File: src/rtl/convnet_pkg.sv
// Shared types and helpers for the convolution datapath blocks.
package convnet_pkg;

  // Collector phases: accepting the stream, or frozen and serving reads.
  typedef enum logic [0:0] {
    FILL = 1'b0,
    HOLD = 1'b1
  } collector_state_t;

  typedef struct packed {
    int unsigned i;
    int unsigned j;
  } raster_pos_t;

  // Row-major raster step: column fastest, whole matrix wraps back to (0,0).
  function automatic raster_pos_t raster_next(input int unsigned i, input int unsigned j,
                                              input int unsigned lin, input int unsigned col);
    raster_pos_t p;
    if (j == col - 1) begin
      p.j = 0;
      p.i = (i == lin - 1) ? 0 : i + 1;
    end else begin
      p.i = i;
      p.j = j + 1;
    end
    return p;
  endfunction

endpackage

File: src/rtl/raster_counter.sv
// Raster-order write position counter; owns position and wrap for the collector.
module raster_counter
  import convnet_pkg::*;
#(
  parameter int unsigned SIZELin   = 3,
  parameter int unsigned SIZECol   = 3,
  parameter int unsigned WIDTH_BIT = 8
) (
  input  logic                 clock,
  input  logic                 reset,
  input  logic                 step,
  output logic [WIDTH_BIT-1:0] wr_i,
  output logic [WIDTH_BIT-1:0] wr_j,
  output logic                 last
);

  logic [WIDTH_BIT-1:0] wr_i_q, wr_i_d;
  logic [WIDTH_BIT-1:0] wr_j_q, wr_j_d;
  raster_pos_t          pos_next;

  // Next position when a step is taken; hold otherwise.
  always_comb begin
    pos_next = raster_next(32'(wr_i_q), 32'(wr_j_q), SIZELin, SIZECol);
    wr_i_d   = wr_i_q;
    wr_j_d   = wr_j_q;
    if (step) begin
      wr_i_d = WIDTH_BIT'(pos_next.i);
      wr_j_d = WIDTH_BIT'(pos_next.j);
    end
  end

  // Position register.
  always_ff @(posedge clock or posedge reset) begin
    if (reset) begin
      wr_i_q <= '0;
      wr_j_q <= '0;
    end else begin
      wr_i_q <= wr_i_d;
      wr_j_q <= wr_j_d;
    end
  end

  assign wr_i = wr_i_q;
  assign wr_j = wr_j_q;
  assign last = (wr_i_q == WIDTH_BIT'(SIZELin - 1)) && (wr_j_q == WIDTH_BIT'(SIZECol - 1));

endmodule

File: src/rtl/matrix_collector.sv
// Collects a raster-order stream into a register matrix, then freezes it and
// serves registered random reads until released for the next matrix.
// The re-arm input is named matrix_release because "release" is a reserved word.
module matrix_collector
  import convnet_pkg::*;
#(
  parameter int unsigned SIZELin    = 3,
  parameter int unsigned SIZECol    = 3,
  parameter int unsigned WIDTH_BIT  = 8,
  parameter int unsigned DATA_WIDTH = 8
) (
  input  logic                  clock,
  input  logic                  reset,
  input  logic                  in_valid,
  output logic                  in_ready,
  input  logic [DATA_WIDTH-1:0] in_data,
  output logic [WIDTH_BIT-1:0]  wr_i,
  output logic [WIDTH_BIT-1:0]  wr_j,
  output logic                  full,
  input  logic                  matrix_release,
  input  logic                  rd_en,
  input  logic [WIDTH_BIT-1:0]  rd_i,
  input  logic [WIDTH_BIT-1:0]  rd_j,
  output logic [DATA_WIDTH-1:0] rd_data,
  output logic                  rd_valid
);

  // Indices must fit the counters with headroom for the all-ones value.
  if ((SIZELin < 1) || (SIZECol < 1) ||
      (SIZELin > (2 ** WIDTH_BIT) - 1) || (SIZECol > (2 ** WIDTH_BIT) - 1)) begin : g_size_check
    $fatal(1, "matrix_collector: SIZELin/SIZECol out of range for WIDTH_BIT");
  end

  collector_state_t      state_q, state_d;
  logic                  step;
  logic                  last;
  logic [DATA_WIDTH-1:0] mem_q [SIZELin][SIZECol];
  logic [DATA_WIDTH-1:0] rd_mux;
  logic [DATA_WIDTH-1:0] rd_data_q;
  logic                  rd_valid_q;

  assign in_ready = (state_q == FILL);
  assign full     = (state_q == HOLD);
  assign step     = in_valid && in_ready;

  raster_counter #(
    .SIZELin  (SIZELin),
    .SIZECol  (SIZECol),
    .WIDTH_BIT(WIDTH_BIT)
  ) u_raster_counter (
    .clock(clock),
    .reset(reset),
    .step (step),
    .wr_i (wr_i),
    .wr_j (wr_j),
    .last (last)
  );

  // Freeze after the final cell is written; re-arm on release.
  always_comb begin
    state_d = state_q;
    unique case (state_q)
      FILL:    if (step && last) state_d = HOLD;
      HOLD:    if (matrix_release) state_d = FILL;
      default: state_d = FILL;
    endcase
  end

  // State register.
  always_ff @(posedge clock or posedge reset) begin
    if (reset) begin
      state_q <= FILL;
    end else begin
      state_q <= state_d;
    end
  end

  // Matrix storage: cleared on reset, written at the current raster position.
  always_ff @(posedge clock or posedge reset) begin
    if (reset) begin
      for (int r = 0; r < int'(SIZELin); r++) begin
        for (int c = 0; c < int'(SIZECol); c++) begin
          mem_q[r][c] <= '0;
        end
      end
    end else if (step) begin
      for (int r = 0; r < int'(SIZELin); r++) begin
        for (int c = 0; c < int'(SIZECol); c++) begin
          if ((wr_i == WIDTH_BIT'(r)) && (wr_j == WIDTH_BIT'(c))) begin
            mem_q[r][c] <= in_data;
          end
        end
      end
    end
  end

  // Read select; out-of-range coordinates match no cell and return zero.
  always_comb begin
    rd_mux = '0;
    for (int r = 0; r < int'(SIZELin); r++) begin
      for (int c = 0; c < int'(SIZECol); c++) begin
        if ((rd_i == WIDTH_BIT'(r)) && (rd_j == WIDTH_BIT'(c))) begin
          rd_mux = mem_q[r][c];
        end
      end
    end
  end

  // Registered read port; only served while the matrix is frozen.
  always_ff @(posedge clock or posedge reset) begin
    if (reset) begin
      rd_data_q  <= '0;
      rd_valid_q <= 1'b0;
    end else if (rd_en && (state_q == HOLD)) begin
      rd_data_q  <= rd_mux;
      rd_valid_q <= 1'b1;
    end else begin
      rd_valid_q <= 1'b0;
    end
  end

  assign rd_data  = rd_data_q;
  assign rd_valid = rd_valid_q;

endmodule

File: config.mk
export PLATFORM = sky130hd
export DESIGN_NAME = matrix_collector
export DESIGN_NICKNAME = d
export VERILOG_FILES = /design/src/rtl/convnet_pkg.sv /design/src/rtl/raster_counter.sv /design/src/rtl/matrix_collector.sv
export SDC_FILE = /design/constraint.sdc
export NUM_CORES = 1
export LEC_CHECK = 0
export CAP_MARGIN = 20
export CORE_UTILIZATION = 55
export DETAILED_ROUTE_END_ITERATION = 7
export PLACE_DENSITY_LB_ADDON = 0.12
export SYNTH_ARGS = -nofsm -noshare
export SYNTH_HDL_FRONTEND = slang
export SYNTH_SLANG_ARGS = --single-unit
File: constraint.sdc
create_clock -name clock -period 3.8 [get_ports clock]
set_input_delay 0.38 -clock clock [delete_from_list [all_inputs] [get_ports clock]]
set_output_delay 0.38 -clock clock [all_outputs]
set_load 0.02 [all_outputs]
==> impl_summary.txt <==
----------------------------------------------------
[Logic synthesis]
  Nets in the synthesized netlist ... 442
  Cell accounting for the most synthesized area ... sky130_fd_sc_hd__dfrtp_1
  Async SR Flop Fraction ... 100.0%
  Area fraction of the dominant cell type after synthesis ... 52.27%
  Top-count cell post-synth ... sky130_fd_sc_hd__dfrtp_1
  Most frequent cells after synthesis ... sky130_fd_sc_hd__dfrtp_1 (98), sky130_fd_sc_hd__mux2_2 (71), sky130_fd_sc_hd__nand2_1 (33)
  Share of the yosys chip area belonging to registers ... 52.27%
  Cell area after synthesis ... ~4700 µm²
  Synth warn ... 0
  Synthesized netlist cell count ... around 410
  FF+latch count, synth ... 98
  Number of enable flip-flop cells after synthesis ... 0
  Most frequently used flop master after synthesis ... sky130_fd_sc_hd__dfrtp_1
  Average cell area after synthesis ... 11.59 µm²
  Cell variety after synth ... 46
  Top cells by area in the synthesized netlist ... sky130_fd_sc_hd__dfrtp_1 (52%), sky130_fd_sc_hd__mux2_2 (17%), sky130_fd_sc_hd__o21ai_0 (2.9%), sky130_fd_sc_hd__nand2_1 (2.6%), sky130_fd_sc_hd__nor2_4 (2.2%)

[Placement]
  Placed wire-length estimate ... about 7600 µm
  Count of input and output buffers ... 55
  Global placement routability congestion ... 0.8599
  Placed cell areas ... 5361 µm²
  Placed insts ... 557

[Power and ir drop]
  Clock network fraction of design power ... 21.7%
  Power density of the placed cells ... 609.4 nW/µm²
  Cell internal power dissipation ... around 0.0023 W
  Fraction of power consumed by combinational cells ... a little under 30%
  Share of total power consumed by net switching ... between 30% and 40%
  Switching pwr ... 0.001074 W
  Max IR drop VDD ... 332.4 µV
  Leak Pwr ... 2.381 nW
  Sequential group share of total power ... 48.8%

[Clock network]
  Clock latency at the later pin of the worst-skew pair ... 0.36 ns
  Hold-fix buffers at CTS ... 0
  Num CTS Buffers ... 9
  Maximum buffer depth of the clock tree ... 2
  Clock-pin slew of the registers on the worst-case setup and hold paths ... about 0.09 ns
  Depth of the CTS H-tree ... 3
  Post-CTS resize count ... 0
  TritonCTS clock tree ... done
  Clock tree sinks ... 98
  Number of buffers inserted to repair setup after CTS ... 0
  CTS root buf ... sky130_fd_sc_hd__clkbuf_8

[Floorplan]
  Die Footprint ... 8904 µm²
  Floorplan row count ... 33
  Starting utilization of the core area ... 57.10%
  Overall die width ... 94.36 µm
  DIE HEIGHT ... 94.36 µm
  Core Box Area ... 8217 µm²
  Top-Level Pins ... 56

[Route]
  Final Routed Wirelength ... 10710 µm
  Iter 0 DRT Violations ... around 150
  Number of optimization iterations in the first detailed-route pass ... 4
  Final antenna-violating net count ... 0
  Drt via density ... 5.892
  Number of design rule violations left after detail routing ... 0
  WL/cell ... 18.69 µm
  Overall via count from detail_route ... around 3400

[Setup path]
  Largest incremental delay on the critical path ... 0.64 ns
  Category of the worst setup path launch point ... primary input
  Cell with the largest stage delay on the worst path ... sky130_fd_sc_hd__nand4_1
  Startpoint-to-endpoint class of the critical path ... in2reg
  Arr. time, crit path ... 2.79 ns
  Required time of the worst setup path ... slightly above 4 ns
  Cell breakdown of the critical path ... clkdlybuf4s50_1, nor2b_1, nand4_1, nor2_4, mux2_2
  Kind of end point of the critical path ... flop
  Critical-path maximum fanout ... 11
  Buffering stage count on the worst path with inverters included ... 1
  Crit-path leading delay family ... simple AND/OR/NAND/NOR gates

[Finish]
  Number of diodes added for antenna fixing ... 0
  Final instance area ... approximately 5600 µm²
  Synth-to-layout area growth ... 18.88%
  Fraction of the core area covered by cells at the end of the flow ... 67.88%
  Post-layout instance count excluding filler cells ... 573
  Layout cells sized above 1 ... 24.15%
  Total number of nets in the final design ... 500

[Global routing]
  Vias in the first global route ... roughly 3400
  Wire length of the first global-routing pass ... 18050 µm
  Antenna violations before repair ... 0
  Pin count of the biggest net entering global routing ... 52
  GRT overflow ... 0
  Total Routing Usage GR ... a little over a quarter

[Min path]
  Class of the most critical hold timing path ... in2async

[STA]
  Hold Violations, Final ... 0
  Total negative slack ... 0 ns
  Worst-case headroom to the max-slew limit ... 42.20%
  Maximum clock skew at final layout ... a little over 0.01 ns
  Final-report max-slew violation count ... 0
  Min cycle time layout ... 2.541 ns
  Unrepaired setup endpoints after global routing ... false
  Slew @ Worst Pin ... 0.8669 ns
  Total of endpoints with negative setup slack in the final report ... 0
  Fmax ... 393.5 MHz
  Period utilization ... 66.87%

[Outcome]
  Run status ... finished, final reports clean

[Flow run]
  Total of max-cap violations ... 0

----------------------------------------------------
## worst paths after layout
kind	start	cells after the start	slack [ns]	to
setup / recovery	in_valid	5	1.26	mem_q[50]
hold / removal	reset	2	0.48	u_raster_counter.wr_i[7]
setup reg to reg	u_raster_counter.wr_j[2]	4	1.30	mem_q[50]
hold reg to reg	rd_data[2]	2	0.49	rd_data[2]
max in group asynchronous	reset	3	2.49	mem_q[18]
min in group clock	rd_data[2]	2	0.49	rd_data[2]
## state kept, by name, summed over array words and instances, names as in the netlist
name / count
mem_q: 72
full: 1
rd_data: 8
rd_valid: 1
u_raster_counter.wr_j: 8
u_raster_counter.wr_i: 8
## power by group through the flow
stage	clock network [W]	registers, W	logic, W
floorplan	0	0.00166	0.000681
global placement	0	0.00166	0.000961
detailed placement	0	0.00168	0.00100
CTS	0.000746	0.00166	0.00101
global route	0.000796	0.00172	0.00111
finish	0.000738	0.00166	0.00100
## cells by family after synthesis
logic type | count (synthesis) | share of synthesized area, %
flip-flops | 98 | 52.27
multiplexers | 75 | 18.19
AO/OA/AOI/OAI | 77 | 10.48
XOR/XNOR | 9 | 1.680
buffers and inverters | 25 | 2.053
AND/OR/NAND/NOR | 113 | 13.20
adder cells (fa/ha/maj) | 8 | 2.133
## stage by stage
| step | setup slack [ns] | hold WS [ns] | total power (W) |
|---|---|---|---|
| 2_1_floorplan | 0.8579 | 0.4580 | 0.002343 |
| 3_3_place_gp | 1.014 | 0.4629 | 0.002622 |
| 3_5_place_dp | 0.9170 | 0.4845 | 0.002676 |
| 4_1_cts | 1.302 | 0.5073 | 0.003411 |
| 5_1_grt | 1.085 | 0.5266 | 0.003618 |
| 6_report | 1.259 | 0.4808 | 0.003399 |
## layout by cell type (no fill, tap or decap), drive strengths merged, types with 3 or more instances in the layout
cell type,instances
o21ai,27
nor4,4
clkbuf,10
nand4,6
nor3,4
inv,11
o31ai,4
nand2,35
a21oi,12
buf,5
a21boi,6
clkinv,3
and3,4
dfrtp,98
nand3,12
o22ai,4
clkdlybuf4s50,55
mux2,72
o32a,5
ha,8
or3b,5
xor2,7
nor2,33
a211oi,6
nor2b,5
## worst reg2reg max path: stages (launching register included)
cell	delay, ns
sky130_fd_sc_hd__dfrtp_1	0.45
sky130_fd_sc_hd__nor4_1	0.49
sky130_fd_sc_hd__nand4_1	0.61
sky130_fd_sc_hd__nor2_4	0.46
sky130_fd_sc_hd__mux2_2	0.39
## per-layer routing
layer	track usage, %	up-vias	wire, µm
met5	0	-	0
met4	11.92	0	253
met3	4.750	21	496
met2	39.31	102	4794
met1	40.25	1675	5167
li1	-	1578	-
## cell type report
type	instances	area (µm²)
inverters	12	46.29
flip-flops and latches	98	2452
repair buffers	60	588.1
fillers	634	2639
clock inverters	6	88.84
well taps	105	131.4
clock buffers	10	127.6
multi-input cells	282	2143
Note: power is estimated with default switching activity, not from simulation.
